$ cat config.mk
export PLATFORM = sky130hd
export DESIGN_NAME = line_draw_scheduler
export DESIGN_NICKNAME = d
export VERILOG_FILES = /design/src/rtl/line_draw_pkg.sv /design/src/rtl/line_draw_scheduler_rr_arbiter.sv /design/src/rtl/line_draw_scheduler.sv
export SDC_FILE = /design/constraint.sdc
export NUM_CORES = 1
export LEC_CHECK = 0
export CAP_MARGIN = 10
export CORE_ASPECT_RATIO = 1.25
export CORE_MARGIN = 2
export CORE_UTILIZATION = 31
export DETAILED_ROUTE_END_ITERATION = 8
export PLACE_DENSITY = 0.79
export SYNTH_ARGS = -nofsm -noshare
export SYNTH_HDL_FRONTEND = slang
export SYNTH_SLANG_ARGS = --single-unit
$ cat constraint.sdc
create_clock -name clk -period 1.76 [get_ports clk]
set_clock_uncertainty 0.05 [all_clocks]
set_input_delay 0.44 -clock clk [delete_from_list [all_inputs] [get_ports clk]]
set_output_delay 0.44 -clock clk [all_outputs]
set_load 0.02 [all_outputs]
$ cat src/rtl/line_draw_pkg.sv
// Shared types for the line-draw scheduler: FSM state encoding, coordinate width
// and a point record used by the draw path.
package line_draw_pkg;

  localparam int COORD_W = 11;

  typedef enum logic [2:0] {
    IDLE,
    START,
    LOAD,
    DRAW,
    FIN
  } lds_state_e;

  typedef struct packed {
    logic [COORD_W-1:0] x;
    logic [COORD_W-1:0] y;
  } point_t;

endpackage

$ cat src/rtl/line_draw_scheduler_rr_arbiter.sv
// Combinational round-robin arbiter: grants the first set request at or after ptr,
// wrapping around. The pointer register lives in the scheduler.
module rr_arbiter #(
  parameter int N  = 4,
  parameter int IW = (N > 1) ? $clog2(N) : 1
) (
  input  logic [N-1:0]  req,
  input  logic [IW-1:0] ptr,
  output logic [N-1:0]  gnt_onehot,
  output logic [IW-1:0] gnt_idx,
  output logic          any
);

  int cand;

  // Scan from the farthest candidate back toward ptr so the nearest one wins.
  always_comb begin
    gnt_onehot = '0;
    gnt_idx    = '0;
    any        = 1'b0;
    cand       = 0;
    for (int i = N - 1; i >= 0; i--) begin
      cand = int'(ptr) + i;
      if (cand >= N) cand = cand - N;
      if (req[cand]) begin
        any     = 1'b1;
        gnt_idx = IW'(cand);
      end
    end
    if (any) gnt_onehot[gnt_idx] = 1'b1;
  end

endmodule

$ cat src/rtl/line_draw_scheduler.sv
// Shares one Bresenham engine among N_REQ round-robin requesters and turns engine
// points into framebuffer writes. Optional DRAW watchdog: define LDS_WATCHDOG_EN.
module line_draw_scheduler #(
  parameter int N_REQ     = 4,
  parameter int COORD_W   = 11,
  parameter int COLOR_W   = 1,
  parameter int WD_CYCLES = 4096
) (
  input  logic                       clk,
  input  logic                       reset,
  input  logic [N_REQ-1:0]           req,
  input  logic [N_REQ*COORD_W-1:0]   req_x0,
  input  logic [N_REQ*COORD_W-1:0]   req_y0,
  input  logic [N_REQ*COORD_W-1:0]   req_x1,
  input  logic [N_REQ*COORD_W-1:0]   req_y1,
  input  logic [N_REQ*COLOR_W-1:0]   req_color,
  output logic [N_REQ-1:0]           ack,
  output logic                       busy,
  output logic                       drw_rst,
  output logic [COORD_W-1:0]         drw_x0,
  output logic [COORD_W-1:0]         drw_y0,
  output logic [COORD_W-1:0]         drw_x1,
  output logic [COORD_W-1:0]         drw_y1,
  input  logic [COORD_W-1:0]         drw_x,
  input  logic [COORD_W-1:0]         drw_y,
  input  logic                       drw_done,
  output logic                       pix_we,
  output logic [COORD_W-1:0]         pix_x,
  output logic [COORD_W-1:0]         pix_y,
  output logic [COLOR_W-1:0]         pix_color
`ifdef LDS_WATCHDOG_EN
  ,
  output logic                       wd_abort
`endif
);

  import line_draw_pkg::*;

  localparam int IW = (N_REQ > 1) ? $clog2(N_REQ) : 1;

  lds_state_e          state_q, state_d;
  logic [IW-1:0]       rr_ptr_q, grant_q, arb_idx;
  logic [N_REQ-1:0]    arb_onehot;
  logic                arb_any;
  logic [COORD_W-1:0]  x0_q, y0_q, x1_q, y1_q;
  logic [COLOR_W-1:0]  color_q;
  logic                wd_hit;

  rr_arbiter #(.N(N_REQ), .IW(IW)) u_arb (
    .req        (req),
    .ptr        (rr_ptr_q),
    .gnt_onehot (arb_onehot),
    .gnt_idx    (arb_idx),
    .any        (arb_any)
  );

  // The owner's line is captured once at grant so later requester changes are ignored.
  always_ff @(posedge clk) begin
    if (reset) begin
      state_q  <= IDLE;
      rr_ptr_q <= '0;
      grant_q  <= '0;
      x0_q     <= '0;
      y0_q     <= '0;
      x1_q     <= '0;
      y1_q     <= '0;
      color_q  <= '0;
    end else begin
      state_q <= state_d;
      if (state_q == IDLE && arb_any) begin
        grant_q <= arb_idx;
        x0_q    <= req_x0[int'(arb_idx)*COORD_W +: COORD_W];
        y0_q    <= req_y0[int'(arb_idx)*COORD_W +: COORD_W];
        x1_q    <= req_x1[int'(arb_idx)*COORD_W +: COORD_W];
        y1_q    <= req_y1[int'(arb_idx)*COORD_W +: COORD_W];
        color_q <= req_color[int'(arb_idx)*COLOR_W +: COLOR_W];
      end
      if (state_q == FIN)
        rr_ptr_q <= (grant_q == IW'(N_REQ - 1)) ? '0 : grant_q + 1'b1;
    end
  end

`ifdef LDS_WATCHDOG_EN
  localparam int WDW = $clog2(WD_CYCLES + 1);

  logic [WDW-1:0] wd_cnt_q;
  logic           abort_q;

  assign wd_hit = (wd_cnt_q == WDW'(WD_CYCLES - 1));

  // A coincident drw_done on the final allowed cycle counts as a normal finish.
  always_ff @(posedge clk) begin
    if (reset) begin
      wd_cnt_q <= '0;
      abort_q  <= 1'b0;
    end else begin
      wd_cnt_q <= (state_q == DRAW) ? wd_cnt_q + 1'b1 : '0;
      if (state_q == DRAW) abort_q <= wd_hit && !drw_done;
    end
  end

  assign wd_abort = (state_q == FIN) && abort_q;
`else
  assign wd_hit = 1'b0;
`endif

  always_comb begin
    state_d = state_q;
    drw_rst = 1'b1;
    pix_we  = 1'b0;
    ack     = '0;
    case (state_q)
      IDLE:  if (arb_any) state_d = START;
      START: state_d = LOAD;
      LOAD: begin
        drw_rst = 1'b0;
        state_d = DRAW;
      end
      DRAW: begin
        drw_rst = 1'b0;
        pix_we  = 1'b1;
        if (drw_done || wd_hit) state_d = FIN;
      end
      FIN: begin
        ack[grant_q] = 1'b1;
        state_d      = IDLE;
      end
      default: state_d = IDLE;
    endcase
  end

  assign busy      = (state_q != IDLE);
  assign drw_x0    = x0_q;
  assign drw_y0    = y0_q;
  assign drw_x1    = x1_q;
  assign drw_y1    = y1_q;
  assign pix_x     = drw_x;
  assign pix_y     = drw_y;
  assign pix_color = color_q;

endmodule

==> metrics.cfg <==
[outcome]
status = complete, but fails checks
failing_checks = negative setup slack

[sta]
grt_setup_unrepaired = yes
final_critical_path_setup_slack_ns = -0.0918
timing.final.setup_violations = 36
period_minus_slack_ns = 1.85
hold_violation_total_from_the_final_report = 0
worstMarginPinSlew_ns = 0.364
fmaxAchievable_mhz = 540
slew_headroom_pct = 75.5
holdWs_ns = 0.407
final_max_slew_viol_count = 0
period_share_pct = 105

[clock_network]
htree_num_levels = 2
cts_buffers = 5
cts-root-buf = clkbuf_16
cts_tree = built
cts_num_sinks = 52
clk-insertion-delay-late_ns = 0.30
clock_tree.buffer_depth = 2
clk_transition_reported_paths_ns = 0.08
post_cts_hold_buffer_count = 0

[setup_path]
cp_cell_sequence = or3_4 > buf_6 > nand2b_4 > and2b_4 > buf_8 > bufbuf_16 > nand2_1 > o211ai_1
regToRegEndpoint = drw_y1[2]$_SDFFE_PP0P_
number_of_gates_on_the_worst_path_with_buffers_counted = 8
worst-r2r-setup-slack_ns = -0.09
cp-end-kind = register
crit_path_max_fanout = 7
timing.critical_path.slowest_stage_cell = or3_4
crit_arrival_ns = 1.99
reg2reg_from = state_q[1]$_SDFFE_PP0P_
crit_type = register to register
cpLargestDelayFamily = simple AND/OR/NAND/NOR gates
timing.critical_path.from = state_q[1]$_SDFFE_PP0P_
cpPeakStageDelay_ns = 0.39
rr_worst_depth = 8
crit_path_end = drw_y1[2]$_SDFFE_PP0P_
cp_data_required_time_ns = 1.89
worst_setup_path_start_kind = register
critPathBufInv = 3

[pwr]
vdd_drop_max_v = 0.000400
power.total_mw = 4.36
p_per_area_mw_per_mm2 = 608
leakage_nw = 3.21

[layout]
insertedDiodeCount = 0
core_util_final_pct = 62.4
final_net_count = 908
fillers = 945
final_layout_size_suffix_gt1_share_pct = 21.0
area.growth.synth_to_final_pct = 99.0

[route]
remaining_drc_errors = 0
detailroute.via_count = 4498
wl_mm = 16.3
drt-pass1-iter-count = 4
drt-initial-drc-count = 209
antenna_violating_nets_post_route = 0
post_drt_wl_per_cell_um = 19.6
route.detailed.vias_per_inst = 5.39

[yosys]
avg_cell_area_syn_um2 = 8.16
synth_edf_count = 0
ys_top_cells_by_count = dfxtp_1 (52), nand2_1 (50), mux2i_1 (46), nand3_1 (46), a21o_1 (45)
mappedNetlistArea_mm2 = 0.00360
yosys.area_share.xor_xnor_pct = 0
synth_adder_area_share_pct = 1.39
post_synth_inst_count = 442
synth_top_family_by_area = compound AO/OA/AOI/OAI gates
synth_top_cells_by_area = dfxtp_1 (29%), mux2i_1 (13%), a21o_1 (9.4%), o211ai_1 (8.5%), nand3_1 (6.4%)
postSynthRegisterBits = 52
syn-num-nets = 655
most_frequent_cell_after_synthesis = dfxtp_1
synth_compound_area_share_pct = 29.5
synth-seq-area-share_pct = 28.9
post-synth-top-area-cell = dfxtp_1
synthMuxAreaShare_pct = 12.8
synth_simple_gate_area_share_pct = 17.0
synth-async-reset-ratio_pct = 0
yosys.cell_types.count = 41
post-synth-top-area-fraction_pct = 28.9
warnings_synthesis = 0
synth_ff_type = dfxtp_1

[floorplan]
die_area_mm2 = 0.0125
core_area_mm2 = 0.0115
initial_utilization_pct = 31.3
chipWidth_um = 100
die_h_um = 125
rows = 44
io_pins = 283

[global_routing]
antenna_violations_before_repair = 0
grt_max_degree = 24
wire_length_of_the_first_global_routing_pass_mm = 23.8
grt_overflow = 0
first_global_vias = 4725
groute.usage.overall_pct = 24.3

[placement]
detailedPlacementHpwl_mm = 11.2
io_buffer_count = 238
gp_routability_congestion = 0.872

[worst_hold_path]
hold_path.class = register to register
hp-start = state_q[2]$_SDFFE_PP0P_

[flow_run]
number_of_max_cap_violations = 0

-- metal layers --
layer  GRT usage [%]  vias to the layer above  share of wire, %
met5               0                        -                 0
met4            15.3                        0               6.1
li1                -                     2091                 -
met2            45.5                      235                54
met1            23.2                     2101                33
met3            5.22                       71               7.3
-- power breakdown --
part	internal, mW	switching, mW	leakage, nW
clock network	0.567	0.474	0.0691
registers	1.31	0.0916	0.432
logic	1.10	0.817	2.71
total	2.98	1.38	3.21
-- metrics by stage --
step | instances | instance area, um^2 | setup slack (ns) | TNS [ns]
2_1_floorplan | 442 | 3650 | -0.00566 | -0.154
3_3_place_gp | 797 | 6300 | -0.707 | -26.87
3_5_place_dp | 797 | 6300 | -0.774 | -29.04
4_1_cts | 826 | 6920 | -0.0929 | -2.40
5_1_grt | 834 | 7170 | -0.136 | -4.23
6_report | 834 | 7170 | -0.0918 | -2.31
-- cell usage in the layout, fill, tap and decap left out, drive strengths merged, types with 2 or more instances in the layout --
master and instances:
dfxtp 52, and2b 2, dlymetal6s2s 25, buf 71
o21ai 48, bufbuf 2, ha 4, clkdlybuf4s50 186
a21oi 5, clkbuf 10, nor2b 2, inv 5
o211ai 45, nand2 50, a21o 45, nand2b 3
dlygate4sd2 16, nor3 4, clkinvlp 2, nand3 46
nor2 10, and3 5, mux2i 46
-- layout make-up --
| cell class | instances | area (um^2) | area share, % |
|---|---|---|---|
| sequential | 52 | 1060 | 14.7 |
| inverter | 5 | 18.8 | 0.262 |
| multi-input combinational | 326 | 2370 | 33.1 |
| clock inverter | 2 | 15.0 | 0.209 |
| timing repair buffer | 305 | 3400 | 47.4 |
| clock buffer | 6 | 139 | 1.94 |
| tap | 138 | 173 | 2.41 |
-- what timing repair did --
| action | in CTS | in global routing |
|---|---|---|
| pin swaps | 28 | 17 |
| cloned | 8 | 5 |
| endpoints found under the setup margin | 65 | 75 |
| gates resized for setup | 108 | 48 |
| setup buffers | 15 | 5 |
-- worst min-delay path by stage --
stage / endpoint / slack [ns] / depth (start not counted)
3_3_place_gp: drw_x0[10]$_SDFFE_PP0P_ / 0.40 / 2
6_report: state_q[0]$_SDFFE_PP0P_ / 0.41 / 1
2_1_floorplan: state_q[1]$_SDFFE_PP0P_ / 0.42 / 1
3_5_place_dp: drw_x0[10]$_SDFFE_PP0P_ / 0.40 / 2
5_1_grt: state_q[0]$_SDFFE_PP0P_ / 0.42 / 1
4_1_cts: drw_y0[9]$_SDFFE_PP0P_ / 0.43 / 2
-- sequential cells by signal (all words and copies together) (netlist names) --
signal and count:
drw_y1 11, drw_x0 11, state_q 3, drw_x1 11, drw_y0 11, pix_color 1, grant_q 2, rr_ptr_q 2
-- logic make-up (layout without fill, tap and decap cells) --
logic type               count (synthesis)  after routing
AO/OA/AOI/OAI                          151            151
AND/OR/NAND/NOR                        125            125
buffers and inverters                   64            318
flip-flops                              52             52
multiplexers                            46             46
adder cells (fa/ha/maj)                  4              4
No activity file was read; power rests on OpenSTA's default activity.
